==> src/rtl/spi_link_pkg.sv <==
// -----------------------------------------------------------------------------
// spi_link_pkg
// Shared types and helpers for the spi_link loopback unit.
//   master_state_t : master controller states
//   MIN_CLK_DIV    : smallest legal clk-per-half-SCLK divider.
//                    The slave's miso update lags the falling edge by one clk,
//                    so a divider of 1 would race the master's sample.
//   cnt_width()    : bits needed for a counter holding values 0..n-1
// -----------------------------------------------------------------------------
package spi_link_pkg;

    typedef enum logic [1:0] {
        IDLE  = 2'd0,
        SETUP = 2'd1,
        XFER  = 2'd2,
        DONE  = 2'd3
    } master_state_t;

    localparam int MIN_CLK_DIV = 2;

    function automatic int cnt_width(input int n);
        return (n <= 2) ? 1 : $clog2(n);
    endfunction

endpackage

==> src/rtl/spi_link_if.sv <==
// -----------------------------------------------------------------------------
// spi_link_if
// Host-facing bundle for spi_link.
//   start, data_in       : host request and master transmit word
//   data_out, busy, done : master receive word and status
//   slave_tx             : slave transmit word
//   slave_rx, slave_rx_ready : slave receive word and completion flag
//   sclk, mosi, miso, cs_n   : observed SPI wires
// Modports:
//   master : the host / bench side (drives requests and slave_tx)
//   slave  : the spi_link block itself
// -----------------------------------------------------------------------------
interface spi_link_if #(
    parameter int WIDTH = 8
) ();

    logic             start;
    logic [WIDTH-1:0] data_in;
    logic [WIDTH-1:0] data_out;
    logic             busy;
    logic             done;
    logic [WIDTH-1:0] slave_tx;
    logic [WIDTH-1:0] slave_rx;
    logic             slave_rx_ready;
    logic             sclk;
    logic             mosi;
    logic             miso;
    logic             cs_n;

    modport master (
        output start, data_in, slave_tx,
        input  data_out, busy, done, slave_rx, slave_rx_ready,
        input  sclk, mosi, miso, cs_n
    );

    modport slave (
        input  start, data_in, slave_tx,
        output data_out, busy, done, slave_rx, slave_rx_ready,
        output sclk, mosi, miso, cs_n
    );

endinterface

==> src/rtl/spi_link_slave.sv <==
// -----------------------------------------------------------------------------
// spi_link_slave
// SPI mode-0 slave endpoint running in the system clock domain. SCLK and CS_N
// are registered once and edges are detected against that copy, so every
// slave action lands one clk after the corresponding wire transition.
// Ports:
//   clk, rst        : system clock, synchronous active-high reset
//   sclk, cs_n, mosi: SPI inputs from the master
//   miso            : SPI output, forced low while cs_n is high
//   slave_tx        : word loaded on cs_n falling
//   slave_rx        : last complete received word
//   slave_rx_ready  : set when a full word arrives, cleared on cs_n falling
// -----------------------------------------------------------------------------
module spi_link_slave
    import spi_link_pkg::*;
#(
    parameter int WIDTH = 8
) (
    input  logic             clk,
    input  logic             rst,
    input  logic             sclk,
    input  logic             cs_n,
    input  logic             mosi,
    output logic             miso,
    input  logic [WIDTH-1:0] slave_tx,
    output logic [WIDTH-1:0] slave_rx,
    output logic             slave_rx_ready
);

    localparam int BIT_W = cnt_width(WIDTH);

    logic             sclk_q_reg;
    logic             cs_n_q_reg;
    logic             miso_reg;
    logic             rx_ready_reg;
    logic [WIDTH-1:0] tx_shift_reg;
    logic [WIDTH-1:0] rx_word_reg;
    // Only WIDTH-1 bits are kept: the final bit goes straight into rx_word_reg.
    logic [WIDTH-2:0] rx_shift_reg;
    logic [BIT_W-1:0] bit_cnt_reg;

    logic cs_fall;
    logic sclk_rise;
    logic sclk_fall;

    assign cs_fall   = cs_n_q_reg & ~cs_n;
    assign sclk_rise = ~sclk_q_reg & sclk & ~cs_n;
    assign sclk_fall = sclk_q_reg & ~sclk & ~cs_n;

    always_ff @(posedge clk) begin
        if (rst) begin
            sclk_q_reg   <= 1'b0;
            cs_n_q_reg   <= 1'b1;
            miso_reg     <= 1'b0;
            rx_ready_reg <= 1'b0;
            tx_shift_reg <= '0;
            rx_word_reg  <= '0;
            rx_shift_reg <= '0;
            bit_cnt_reg  <= '0;
        end else begin
            sclk_q_reg <= sclk;
            cs_n_q_reg <= cs_n;
            if (cs_n) begin
                miso_reg <= 1'b0;
            end else if (cs_fall) begin
                tx_shift_reg <= slave_tx;
                miso_reg     <= slave_tx[WIDTH-1];
                bit_cnt_reg  <= '0;
                rx_ready_reg <= 1'b0;
            end else if (sclk_rise) begin
                rx_shift_reg <= (WIDTH-1)'({rx_shift_reg, mosi});
                bit_cnt_reg  <= bit_cnt_reg + BIT_W'(1);
                if (bit_cnt_reg == BIT_W'(WIDTH - 1)) begin
                    rx_word_reg  <= {rx_shift_reg, mosi};
                    rx_ready_reg <= 1'b1;
                end
            end else if (sclk_fall) begin
                tx_shift_reg <= tx_shift_reg << 1;
                miso_reg     <= tx_shift_reg[WIDTH-2];
            end
        end
    end

    // The gate covers the single clk between cs_n rising and miso_reg clearing.
    assign miso           = miso_reg & ~cs_n;
    assign slave_rx       = rx_word_reg;
    assign slave_rx_ready = rx_ready_reg;

endmodule

==> src/rtl/spi_link.sv <==
// -----------------------------------------------------------------------------
// spi_link
// SPI mode-0 master controller looped to an internal SPI slave endpoint.
// A start pulse in IDLE captures data_in, lowers cs_n and runs a full-duplex
// MSB-first exchange of WIDTH bits; done pulses with the slave's word on
// data_out.
// Ports:
//   clk : system clock (rising edge)
//   rst : synchronous active-high reset, aborts any transfer
//   bus : spi_link_if.slave (host handshake, slave words, SPI wires)
// Parameters:
//   WIDTH   : bits per transfer (>= 2)
//   CLK_DIV : clk cycles per SCLK half-period (>= 2)
// -----------------------------------------------------------------------------
module spi_link
    import spi_link_pkg::*;
#(
    parameter int WIDTH   = 8,
    parameter int CLK_DIV = 2
) (
    input  logic      clk,
    input  logic      rst,
    spi_link_if.slave bus
);

    // Clamp so a mis-set divider cannot break the miso sampling margin.
    localparam int DIV    = (CLK_DIV < MIN_CLK_DIV) ? MIN_CLK_DIV : CLK_DIV;
    localparam int DIV_W  = cnt_width(DIV);
    localparam int EDGES  = 2 * WIDTH;
    localparam int EDGE_W = cnt_width(EDGES + 1);

    master_state_t     state_reg;
    logic              sclk_reg;
    logic              cs_n_reg;
    logic              mosi_reg;
    logic              busy_reg;
    logic              done_reg;
    logic [WIDTH-1:0]  data_out_reg;
    logic [WIDTH-1:0]  tx_shift_reg;
    logic [WIDTH-1:0]  rx_shift_reg;
    logic [DIV_W-1:0]  div_cnt_reg;
    logic [EDGE_W-1:0] edge_cnt_reg;

    logic miso;
    logic div_last;

    assign div_last = (div_cnt_reg == DIV_W'(DIV - 1));

    always_ff @(posedge clk) begin
        if (rst) begin
            state_reg    <= IDLE;
            sclk_reg     <= 1'b0;
            cs_n_reg     <= 1'b1;
            mosi_reg     <= 1'b0;
            busy_reg     <= 1'b0;
            done_reg     <= 1'b0;
            data_out_reg <= '0;
            tx_shift_reg <= '0;
            rx_shift_reg <= '0;
            div_cnt_reg  <= '0;
            edge_cnt_reg <= '0;
        end else begin
            done_reg <= 1'b0;
            case (state_reg)
                IDLE: begin
                    if (bus.start) begin
                        tx_shift_reg <= bus.data_in;
                        mosi_reg     <= bus.data_in[WIDTH-1];
                        cs_n_reg     <= 1'b0;
                        busy_reg     <= 1'b1;
                        rx_shift_reg <= '0;
                        div_cnt_reg  <= '0;
                        edge_cnt_reg <= '0;
                        state_reg    <= SETUP;
                    end
                end

                // Half-period of cs_n-low setup; its last cycle issues the
                // first SCLK rise and samples the slave's MSB.
                SETUP: begin
                    if (div_last) begin
                        div_cnt_reg  <= '0;
                        sclk_reg     <= 1'b1;
                        rx_shift_reg <= {rx_shift_reg[WIDTH-2:0], miso};
                        edge_cnt_reg <= EDGE_W'(1);
                        state_reg    <= XFER;
                    end else begin
                        div_cnt_reg <= div_cnt_reg + DIV_W'(1);
                    end
                end

                // edge_cnt_reg counts SCLK edges already issued. One extra
                // half-period after the last falling edge gives the slave
                // hold time before cs_n rises.
                XFER: begin
                    if (div_last) begin
                        div_cnt_reg <= '0;
                        if (edge_cnt_reg == EDGE_W'(EDGES)) begin
                            cs_n_reg     <= 1'b1;
                            busy_reg     <= 1'b0;
                            done_reg     <= 1'b1;
                            data_out_reg <= rx_shift_reg;
                            state_reg    <= DONE;
                        end else begin
                            edge_cnt_reg <= edge_cnt_reg + EDGE_W'(1);
                            sclk_reg     <= ~sclk_reg;
                            if (!sclk_reg) begin
                                rx_shift_reg <= {rx_shift_reg[WIDTH-2:0], miso};
                            end else if (edge_cnt_reg != EDGE_W'(EDGES - 1)) begin
                                tx_shift_reg <= tx_shift_reg << 1;
                                mosi_reg     <= tx_shift_reg[WIDTH-2];
                            end
                        end
                    end else begin
                        div_cnt_reg <= div_cnt_reg + DIV_W'(1);
                    end
                end

                // done is visible for this one cycle; start is not looked at.
                DONE: begin
                    state_reg <= IDLE;
                end

                default: begin
                    state_reg <= IDLE;
                end
            endcase
        end
    end

    spi_link_slave #(
        .WIDTH (WIDTH)
    ) u_slave (
        .clk            (clk),
        .rst            (rst),
        .sclk           (sclk_reg),
        .cs_n           (cs_n_reg),
        .mosi           (mosi_reg),
        .miso           (miso),
        .slave_tx       (bus.slave_tx),
        .slave_rx       (bus.slave_rx),
        .slave_rx_ready (bus.slave_rx_ready)
    );

    assign bus.sclk     = sclk_reg;
    assign bus.cs_n     = cs_n_reg;
    assign bus.mosi     = mosi_reg;
    assign bus.miso     = miso;
    assign bus.busy     = busy_reg;
    assign bus.done     = done_reg;
    assign bus.data_out = data_out_reg;

endmodule

==> src/flat_wrapper.sv <==
// flat-port wrapper written by rule: the top's interface ports become plain ports
module spi_link_flat import spi_link_pkg::*;
#(
    parameter int WIDTH   = 8,
    parameter int CLK_DIV = 2
)
  (clk, rst, bus_start, bus_data_in, bus_slave_tx, bus_data_out, bus_busy, bus_done, bus_slave_rx, bus_slave_rx_ready, bus_sclk, bus_mosi, bus_miso, bus_cs_n);
  spi_link_if #(.WIDTH(WIDTH)) bus_i ();
  input  logic clk;
  input  logic rst;
  input wire logic [$bits(bus_i.start)-1:0] bus_start;
  input wire logic [$bits(bus_i.data_in)-1:0] bus_data_in;
  input wire logic [$bits(bus_i.slave_tx)-1:0] bus_slave_tx;
  output wire logic [$bits(bus_i.data_out)-1:0] bus_data_out;
  output wire logic [$bits(bus_i.busy)-1:0] bus_busy;
  output wire logic [$bits(bus_i.done)-1:0] bus_done;
  output wire logic [$bits(bus_i.slave_rx)-1:0] bus_slave_rx;
  output wire logic [$bits(bus_i.slave_rx_ready)-1:0] bus_slave_rx_ready;
  output wire logic [$bits(bus_i.sclk)-1:0] bus_sclk;
  output wire logic [$bits(bus_i.mosi)-1:0] bus_mosi;
  output wire logic [$bits(bus_i.miso)-1:0] bus_miso;
  output wire logic [$bits(bus_i.cs_n)-1:0] bus_cs_n;
  assign bus_i.start = bus_start;
  assign bus_i.data_in = bus_data_in;
  assign bus_i.slave_tx = bus_slave_tx;
  assign bus_data_out = bus_i.data_out;
  assign bus_busy = bus_i.busy;
  assign bus_done = bus_i.done;
  assign bus_slave_rx = bus_i.slave_rx;
  assign bus_slave_rx_ready = bus_i.slave_rx_ready;
  assign bus_sclk = bus_i.sclk;
  assign bus_mosi = bus_i.mosi;
  assign bus_miso = bus_i.miso;
  assign bus_cs_n = bus_i.cs_n;
  spi_link #(.WIDTH(WIDTH), .CLK_DIV(CLK_DIV)) u_core (.clk(clk), .rst(rst), .bus(bus_i));
endmodule
==> config.mk <==
export PLATFORM = sky130hd
export DESIGN_NAME = spi_link_flat
export DESIGN_NICKNAME = d
export VERILOG_FILES = /design/src/rtl/spi_link_pkg.sv /design/src/rtl/spi_link_if.sv /design/src/rtl/spi_link_slave.sv /design/src/rtl/spi_link.sv /design/src/flat_wrapper.sv
export SDC_FILE = /design/constraint.sdc
export NUM_CORES = 1
export LEC_CHECK = 0
export CORE_MARGIN = 4
export CORE_UTILIZATION = 45
export DETAILED_ROUTE_END_ITERATION = 10
export GPL_TIMING_DRIVEN = 0
export PLACE_DENSITY = 0.78
export SLEW_MARGIN = 25
export SYNTH_ARGS = -nofsm -noshare
export SYNTH_HDL_FRONTEND = slang
export SYNTH_SLANG_ARGS = --single-unit
==> constraint.sdc <==
create_clock -name clk -period 4.95 [get_ports clk]
set_input_delay 0.99 -clock clk [delete_from_list [all_inputs] [get_ports clk]]
set_output_delay 0.99 -clock clk [all_outputs]
set_load 0.02 [all_outputs]
# Yosys cells after proc, flatten, opt, wreduce, memory -nomap -nowiden
# Index checks and enable logic that the tools add are counted.
[totals]
mem_bits_ro = 0
ramBits = 0
register_bits = 65
latch_bits = 0
mem_count = 0
inputBits = 19
elab_cells = 128
out_inout_bits = 23
[op_classes]
bitwise = 12
muxes = 54
reduce_logical = 25
n_div = 0
n_eq_ne = 15
add_sub_neg = 3
shifts = 0
magnitude_cmp = 0
mul = 0
[ops]
columns = ["cell", "count"]
rows = [
  ["two-way mux 7 bit", 8],
  ["two-way mux 8 bit", 5],
  ["case mux 8 bit (3 select lines)", 1],
  ["two-way mux 1 bit", 22],
  ["two-way mux 5 bit", 4],
  ["AND reduction 4 bit", 4],
  ["case mux 5 bit (3 select lines)", 1],
  ["case mux 7 bit (2 select lines)", 1],
  ["AND reduction 3 bit", 4],
  ["AND reduction 6 bit", 2],
  ["nonzero test 2 bit", 6],
  ["!= test 2 x 1 -> 1 bit (second input constant)", 5],
  ["case mux 1 bit (2 select lines)", 5],
  ["two-way mux 2 bit", 4],
  ["!= test 2 bit (second input constant)", 4],
  ["case mux 2 bit (4 select lines)", 1],
  ["bitwise AND 1 bit", 6],
  ["two-way mux 3 bit", 2],
  ["inverter 1 bit", 6],
  ["AND reduction 2 bit", 3],
  ["adder 5 x 1 -> 5 bit (second input constant)", 1],
  ["equality test 5 bit (second input constant)", 1],
  ["!= test 5 x 4 -> 1 bit (second input constant)", 1],
  ["AND reduction 5 bit", 1],
  ["other kinds (9)", 11],
]

# Depth between registers and ports, before layout
# Gate-level depths: netlist of the first run.
[depth]
ltp_word = 6
mapped_depth = 9
mapped_depth_nobuf = 6

# Hierarchy
# A second synthesis of the first run with hierarchy kept.
[hier_totals]
hier_cells = 317
area_unflattened_um2 = 2926.6
[by_module_without_submodules]
columns = ["module", "seq_area_each_um2", "cells_per_inst", "area_per_inst_um2", "instances"]
rows = [
  ["spi_link", 720.7, 195, 1666.6, 1],
  ["spi_link_slave", 580.6, 122, 1260.0, 1],
]

# Worst setup path after synthesis of the first run
# No wires, ideal clock.
[synth_path]
path_type = "input -> register"
from = "input bus_start"
to = "register u_core.edge_cnt_reg[2]"
cell_stages = 5
n_path_buf = 1
slack_ns = 2.760
setup_ns = 0.117
t_required_ns = 4.833
arrival_ns = 2.072
path_cell_list = "nor2b_1 -> clkbuf_2 -> a2111oi_4 -> o21ai_0 -> a32o_1"
[synth_between]
elab_chain_len = 2
[synth_lines]
columns = ["item", "line", "rtl"]
rows = [
  ["start, declared", "flat_wrapper.sv:11", "input wire logic [$bits(bus_i.start)-1:0] bus_start;"],
  ["!= test 2 bit (no line)", "-", ""],
  ["AND reduction 5 bit (no line)", "-", ""],
  ["end signal, assigned", "spi_link.sv:105", "edge_cnt_reg <= edge_cnt_reg + EDGE_W'(1);"],
  ["end, declared", "spi_link.sv:42", "logic [EDGE_W-1:0] edge_cnt_reg;"],
]
# Every way passes these cells.
# A chain may end at the register's enable or synchronous reset.

# Worst setup path in the final report of the first run
[layout_path]
from = "register u_core.cs_n_reg, in the netlist u_core.bus.cs_n"
to = "output bus_miso"
[layout_between]
elab_chain_len = 2
[layout_lines]
columns = ["item", "line", "rtl"]
rows = [
  ["start, declared", "spi_link.sv:34", "logic cs_n_reg;"],
  ["start signal, assigned", "spi_link.sv:53", "cs_n_reg <= 1'b1;"],
  ["start signal, assigned", "spi_link.sv:69", "cs_n_reg <= 1'b0;"],
  ["start signal, assigned", "spi_link.sv:99", "cs_n_reg <= 1'b1;"],
  ["inverter 1 bit (no line)", "-", ""],
  ["bitwise AND 1 bit", "spi_link_slave.sv:85", "assign miso = miso_reg & ~cs_n;"],
  ["end, declared", "flat_wrapper.sv:21", "output wire logic [$bits(bus_i.miso)-1:0] bus_miso;"],
]
# Every way passes these cells.

==> reports/results.txt, run 1 <==
dpl ws: 1.91 ns
# Max-Cap Violations: 0
Tot Pwr: 1.51 mW
# hold bufs at CTS: 0
Post-synth top cells: dfxtp_1 (65), nand2_1 (46), a21oi_1 (41), nor2_1 (25), clkbuf_1 (17)
CTS Buffer Depth: 2
vias per cell: 5.52
worst vdd ir: 0.000311 V
cell taking the most area after synthesis: dfxtp_1
initial antenna violation count: 0
drt pass-1 iters: 4
Mapped Nets: 359
Die Wd: 87.6 um
R2R depth: 7
Ys Warns: 0
total clock sinks: 65
htree depth: 3
crit start category: flip-flop
Rel. slew slack: 0.460
routed vias: 2547
clk_skew: 0.00508 ns
wire length per cell: 14.1 um
CTS tree: yes
Post-Syn Area: 2850 um^2
Non-Filler Instances: 461
critical path endpoint category: primary output
Hold/Removal Path Class: flip-flop to flip-flop
RSZ-0062 raised after global routing: false
DRC Markers: 0
global-route usage over all layers: 0.186
first-pass GRT wire length: 11.2 mm
Unique masters post-synth: 41
setup bufs post-CTS: 0
fin crit period: 2.77 ns
Area growth syn-to-layout: 23.0%
# fillers: 537
top_reg_cell synth: dfxtp_1
WP data arrival: 1.78 ns
Gate Count Post-Synth: 331
post-synth top area share: 0.456
crit path max fanout: 8
vias in the first global route: 2474
Worst Hold Depth: 2
Worst Slack Setup Final: 2.18 ns
fin nets: 410
Core Area: 6030 um^2
Pleak: 1.23 nW
final-report max-slew violation count: 0
most common cell in the netlist: dfxtp_1
Period Utilization, post-route: 0.559
layout cells sized above 1: 0.0674
Yosys reg bits: 65
Critical Path RT: 3.96 ns
cts bufs inserted: 9
Overflow after GRT: 0
Starting Density: 0.473
Core Util, Final: 0.582
Fmax: 361 MHz
pin count of the biggest net entering global routing: 11
Worst-Skew Late Latency: 0.34 ns
GP Congestion: 0.838
antenna viol nets, final: 0
syn avg cell area: 8.61 um^2
CTS clock-pin slew for the worst setup and hold paths: 0.07 ns
Final Setup Violations: 0
synth top area cells: dfxtp_1 (46%), a21oi_1 (7.2%), nand2_1 (6.1%)
number of top-level pins: 42
row cnt: 28
final WL: 6.51 mm
Die ar.: 7670 um^2
PortBufs: 40
setup_tns: 0 ns
die height: 87.6 um
Placed Cells: 446
pwr dens: 432 nW/um^2
EDFF count, synth: 0
diodes inserted: 0
crit path kind: flip-flop to primary output
Worst-Margin Slew: 0.803 ns
DRT iter0 DRCs: 115
Root Buffer: clkbuf_8
Final HPWL DP: 4.59 mm
sequential area share after synthesis: 0.456
Final Hold Viols: 0
Async S/R FF share, synth: 0
status: completed
post_cts resized: 0
## metal layers
| metal | part of all wire | global-route usage | up-vias |
|---|---|---|---|
| met2 | 0.50 | 0.318 | 71 |
| met4 | 0.014 | 0.0516 | 0 |
| met5 | 0 | 0 | - |
| li1 | - | - | 1272 |
| met1 | 0.43 | 0.225 | 1193 |
| met3 | 0.063 | 0.0583 | 11 |
## worst max-delay path, cell delays in order (launching register included)
cell and delay [ns]:
dfxtp_1 0.32, clkbuf_1 0.19, nor2b_1 0.27, clkdlybuf4s50_1 0.66
## logic make-up (layout without fill, tap and decap cells)
logic type                 count (synthesis)  after routing  share of synthesized area
muxes                                     10             10                     0.0351
DFF                                       65             65                      0.456
adders and majority gates                  9              9                     0.0395
AOI/OAI and AO/OA                         90             90                      0.203
buffers and inverters                     34             89                     0.0491
and+or+nand+nor                          123            123                      0.217
## report_power, final
group | internal (mW) | leakage (nW) | switching (mW)
logic | 0.207 | 0.620 | 0.301
clock network | 0.191 | 0.0822 | 0.193
registers | 0.578 | 0.527 | 0.0449
total | 0.976 | 1.23 | 0.538
## final cells by class
cell class	instances	area (um^2)	share of cell area
tap	75	93.8	0.0267
clock buffer	12	145	0.0414
clock inverter	3	17.5	0.00499
timing repair buffer	40	400	0.114
inverter	11	41.3	0.0118
sequential	65	1300	0.371
multi-input combinational	232	1410	0.402
buffer	23	98.8	0.0282
## worst paths after layout
check | from | end | slack [ns]
max reg2reg | u_core.state_reg[0] | u_core.bus.busy | 2.57
min | u_core.u_slave.slave_rx[4] | u_core.u_slave.slave_rx[4] | 0.45
min reg2reg | u_core.u_slave.slave_rx[4] | u_core.u_slave.slave_rx[4] | 0.45
max | u_core.bus.cs_n | bus_miso | 2.18
## cell usage in the layout (no fill, tap or decap), types with 2 or more instances in the layout
master	synthesis	layout
nand3_1	14	14
nand4_1	9	9
a21o_1	2	2
a21oi_1	41	41
and3_1	5	5
o21ai_0	14	14
a221o_1	7	7
nor3b_1	2	2
nor2_1	25	25
a22oi_1	8	8
nand2_1	46	46
nor2b_1	4	4
clkbuf_1	17	19
buf_2	3	3
ha_1	9	9
a211oi_1	10	10
mux2i_1	10	10
clkbuf_8	0	10
nor3_1	4	4
clkinv_2	0	2
dfxtp_1	65	65
inv_1	11	11
clkdlybuf4s50_1	0	40
nand2b_1	5	5
## stage by stage
stage | area (um^2) | hold WS [ns]
final | 3510 | 0.455
after global routing | 3510 | 0.480
after CTS | 3510 | 0.457
after detailed placement | 3350 | 0.446
after global placement | 3350 | 0.439
after floorplan | 2850 | 0.428
Power figures use the tool's default switching activity.
==> run 2: changes to the inputs <==
- PLACE_DENSITY: 0.78 -> 0.81
- clock period: 4.95 -> 2.5 ns (I/O delays scaled with it)
==> run 2 against run 1 <==
  * Flip-flop and latch count unchanged
  * Via count up 0.31%
  * Critical path depth up 5
  * First-iteration DRC count up 27%
  * Combinational power up 99%
  * Global-route usage up 0.19 points
  * Sequential share of layout area down 0.41 points
  * Cell area up 1.1%
  * Largest cell class unchanged
  * Clock skew up 0.0045 ns
==> reports/results.txt, run 2 (synthesis results as in run 1) <==
status: completed
Post-DP Area: 3350 um^2
R2R depth: 8
routed vias: 2555
Hold/Removal Path Class: flip-flop to flip-flop
row cnt: 28
critical path endpoint category: flip-flop
Root Buffer: clkbuf_8
RSZ-0062 raised after global routing: false
Die ar.: 7670 um^2
worst vdd ir: 0.000445 V
global-route usage over all layers: 0.188
vias per cell: 5.53
diodes inserted: 0
initial antenna violation count: 0
cts bufs inserted: 9
Overflow after GRT: 0
Core Util, Final: 0.589
Critical Path RT: 2.77 ns
PortBufs: 40
layout cells sized above 1: 0.0749
first-pass GRT wire length: 11.2 mm
final WL: 6.65 mm
GP Congestion: 0.824
vias in the first global route: 2458
Starting Density: 0.473
CTS Buffer Depth: 2
Tot Pwr: 3.15 mW
pin count of the biggest net entering global routing: 12
Fmax: 424 MHz
worst reg-to-reg setup slack: 0.14 ns
Period Utilization, post-route: 0.944
post_cts resized: 0
Final Setup Violations: 0
r2r endpoint: u_core.rx_shift_reg[0]
CTS clock-pin slew for the worst setup and hold paths: 0.07 ns
FF-to-FF Start: u_core.state_reg[0]
die height: 87.6 um
number of top-level pins: 42
Finished Cell Area: 3550 um^2
Core Area: 6030 um^2
CTS tree: yes
Final Hold Viols: 0
WP data arrival: 2.63 ns
fin crit period: 2.36 ns
final-report max-slew violation count: 0
antenna viol nets, final: 0
Pleak: 1.24 nW
Worst-Skew Late Latency: 0.35 ns
htree depth: 3
Die Wd: 87.6 um
crit path max fanout: 8
Worst-Margin Slew: 0.900 ns
setup_tns: 0 ns
Worst setup endpoint: u_core.rx_shift_reg[0]
clk_skew: 0.00955 ns
# hold bufs at CTS: 0
Rel. slew slack: 0.395
DRT iter0 DRCs: 146
Worst Setup SP: u_core.state_reg[0]
wire length per cell: 14.4 um
# fillers: 529
drt pass-1 iters: 4
pwr dens: 887 nW/um^2
Multi-input gate area: 1420 um^2
Final HPWL DP: 4.65 mm
setup bufs post-CTS: 0
register area: 1300 um^2
# Max-Cap Violations: 0
Area growth syn-to-layout: 24.4%
most frequent cells in the layout: dfxtp_1 (65), nand2_1 (46), a21oi_1 (41)
crit start category: flip-flop
fin nets: 410
DRC Markers: 0
total clock sinks: 65
commonest non-fill, non-tap cell in the layout: dfxtp_1
crit path kind: flip-flop to flip-flop
run 2: cell count changes in the layout (fill, tap and decap cells not counted):
cell / previous run / this run
bufinv_16: 0 / 1
clkbuf_1: 19 / 18
clkinvlp_4: 1 / 2
nand3_1: 14 / 13
nand3_2: 0 / 1
run 2: stage by stage:
stage / hold slack (ns) / worst slack (ns) / instances
2_1_floorplan: 0.428 / 0.475 / 331
3_3_place_gp: 0.436 / 0.0291 / 446
3_5_place_dp: 0.440 / 0.00558 / 446
4_1_cts: 0.446 / 0.114 / 462
5_1_grt: 0.458 / 0.0136 / 462
6_report: 0.447 / 0.140 / 462
run 2: worst max-delay path, stage by stage, from the launching register on:
cell      delay, ns
dfxtp_1        0.41
inv_1          0.09
ha_1           0.21
buf_6          0.14
nor2b_1        0.12
clkbuf_2       0.20
nor3_1         0.76
nand4_1        0.17
a21oi_1        0.19
run 2: final cells by class:
type | count | area share
buffer | 23 | 0.0279
inverter | 11 | 0.0116
multi-input combinational | 232 | 0.399
timing repair buffer | 40 | 0.113
sequential | 65 | 0.367
tap | 75 | 0.0265
clock buffer | 11 | 0.0399
clock inverter | 5 | 0.0155
run 2: how the worst min path moves through the flow:
stage,slack (ns),cells past startpoint,startpoint,to
2_1_floorplan,0.43,2,u_core.rx_shift_reg[7],u_core.bus.data_out[7]
3_3_place_gp,0.44,2,u_core.rx_shift_reg[7],u_core.bus.data_out[7]
3_5_place_dp,0.44,2,u_core.rx_shift_reg[7],u_core.bus.data_out[7]
4_1_cts,0.45,2,u_core.rx_shift_reg[7],u_core.bus.data_out[7]
5_1_grt,0.46,2,u_core.rx_shift_reg[7],u_core.bus.data_out[7]
6_report,0.45,2,u_core.rx_shift_reg[7],u_core.bus.data_out[7]
run 2: layer usage:
layer,part of all wire,GRT usage,up-vias,wire length [um]
met4,0.031,0.105,0,208
met5,0,0,-,0
met1,0.43,0.226,1191,2890
met2,0.49,0.308,72,3230
met3,0.047,0.0461,16,311
li1,-,-,1276,-
run 2: power by group:
| group | internal [mW] | leakage (nW) | switching (mW) |
|---|---|---|---|
| Clock | 0.484 | 0.0953 | 0.413 |
| Sequential | 1.14 | 0.527 | 0.0942 |
| Combinational | 0.411 | 0.620 | 0.601 |
| Total | 2.04 | 1.24 | 1.11 |
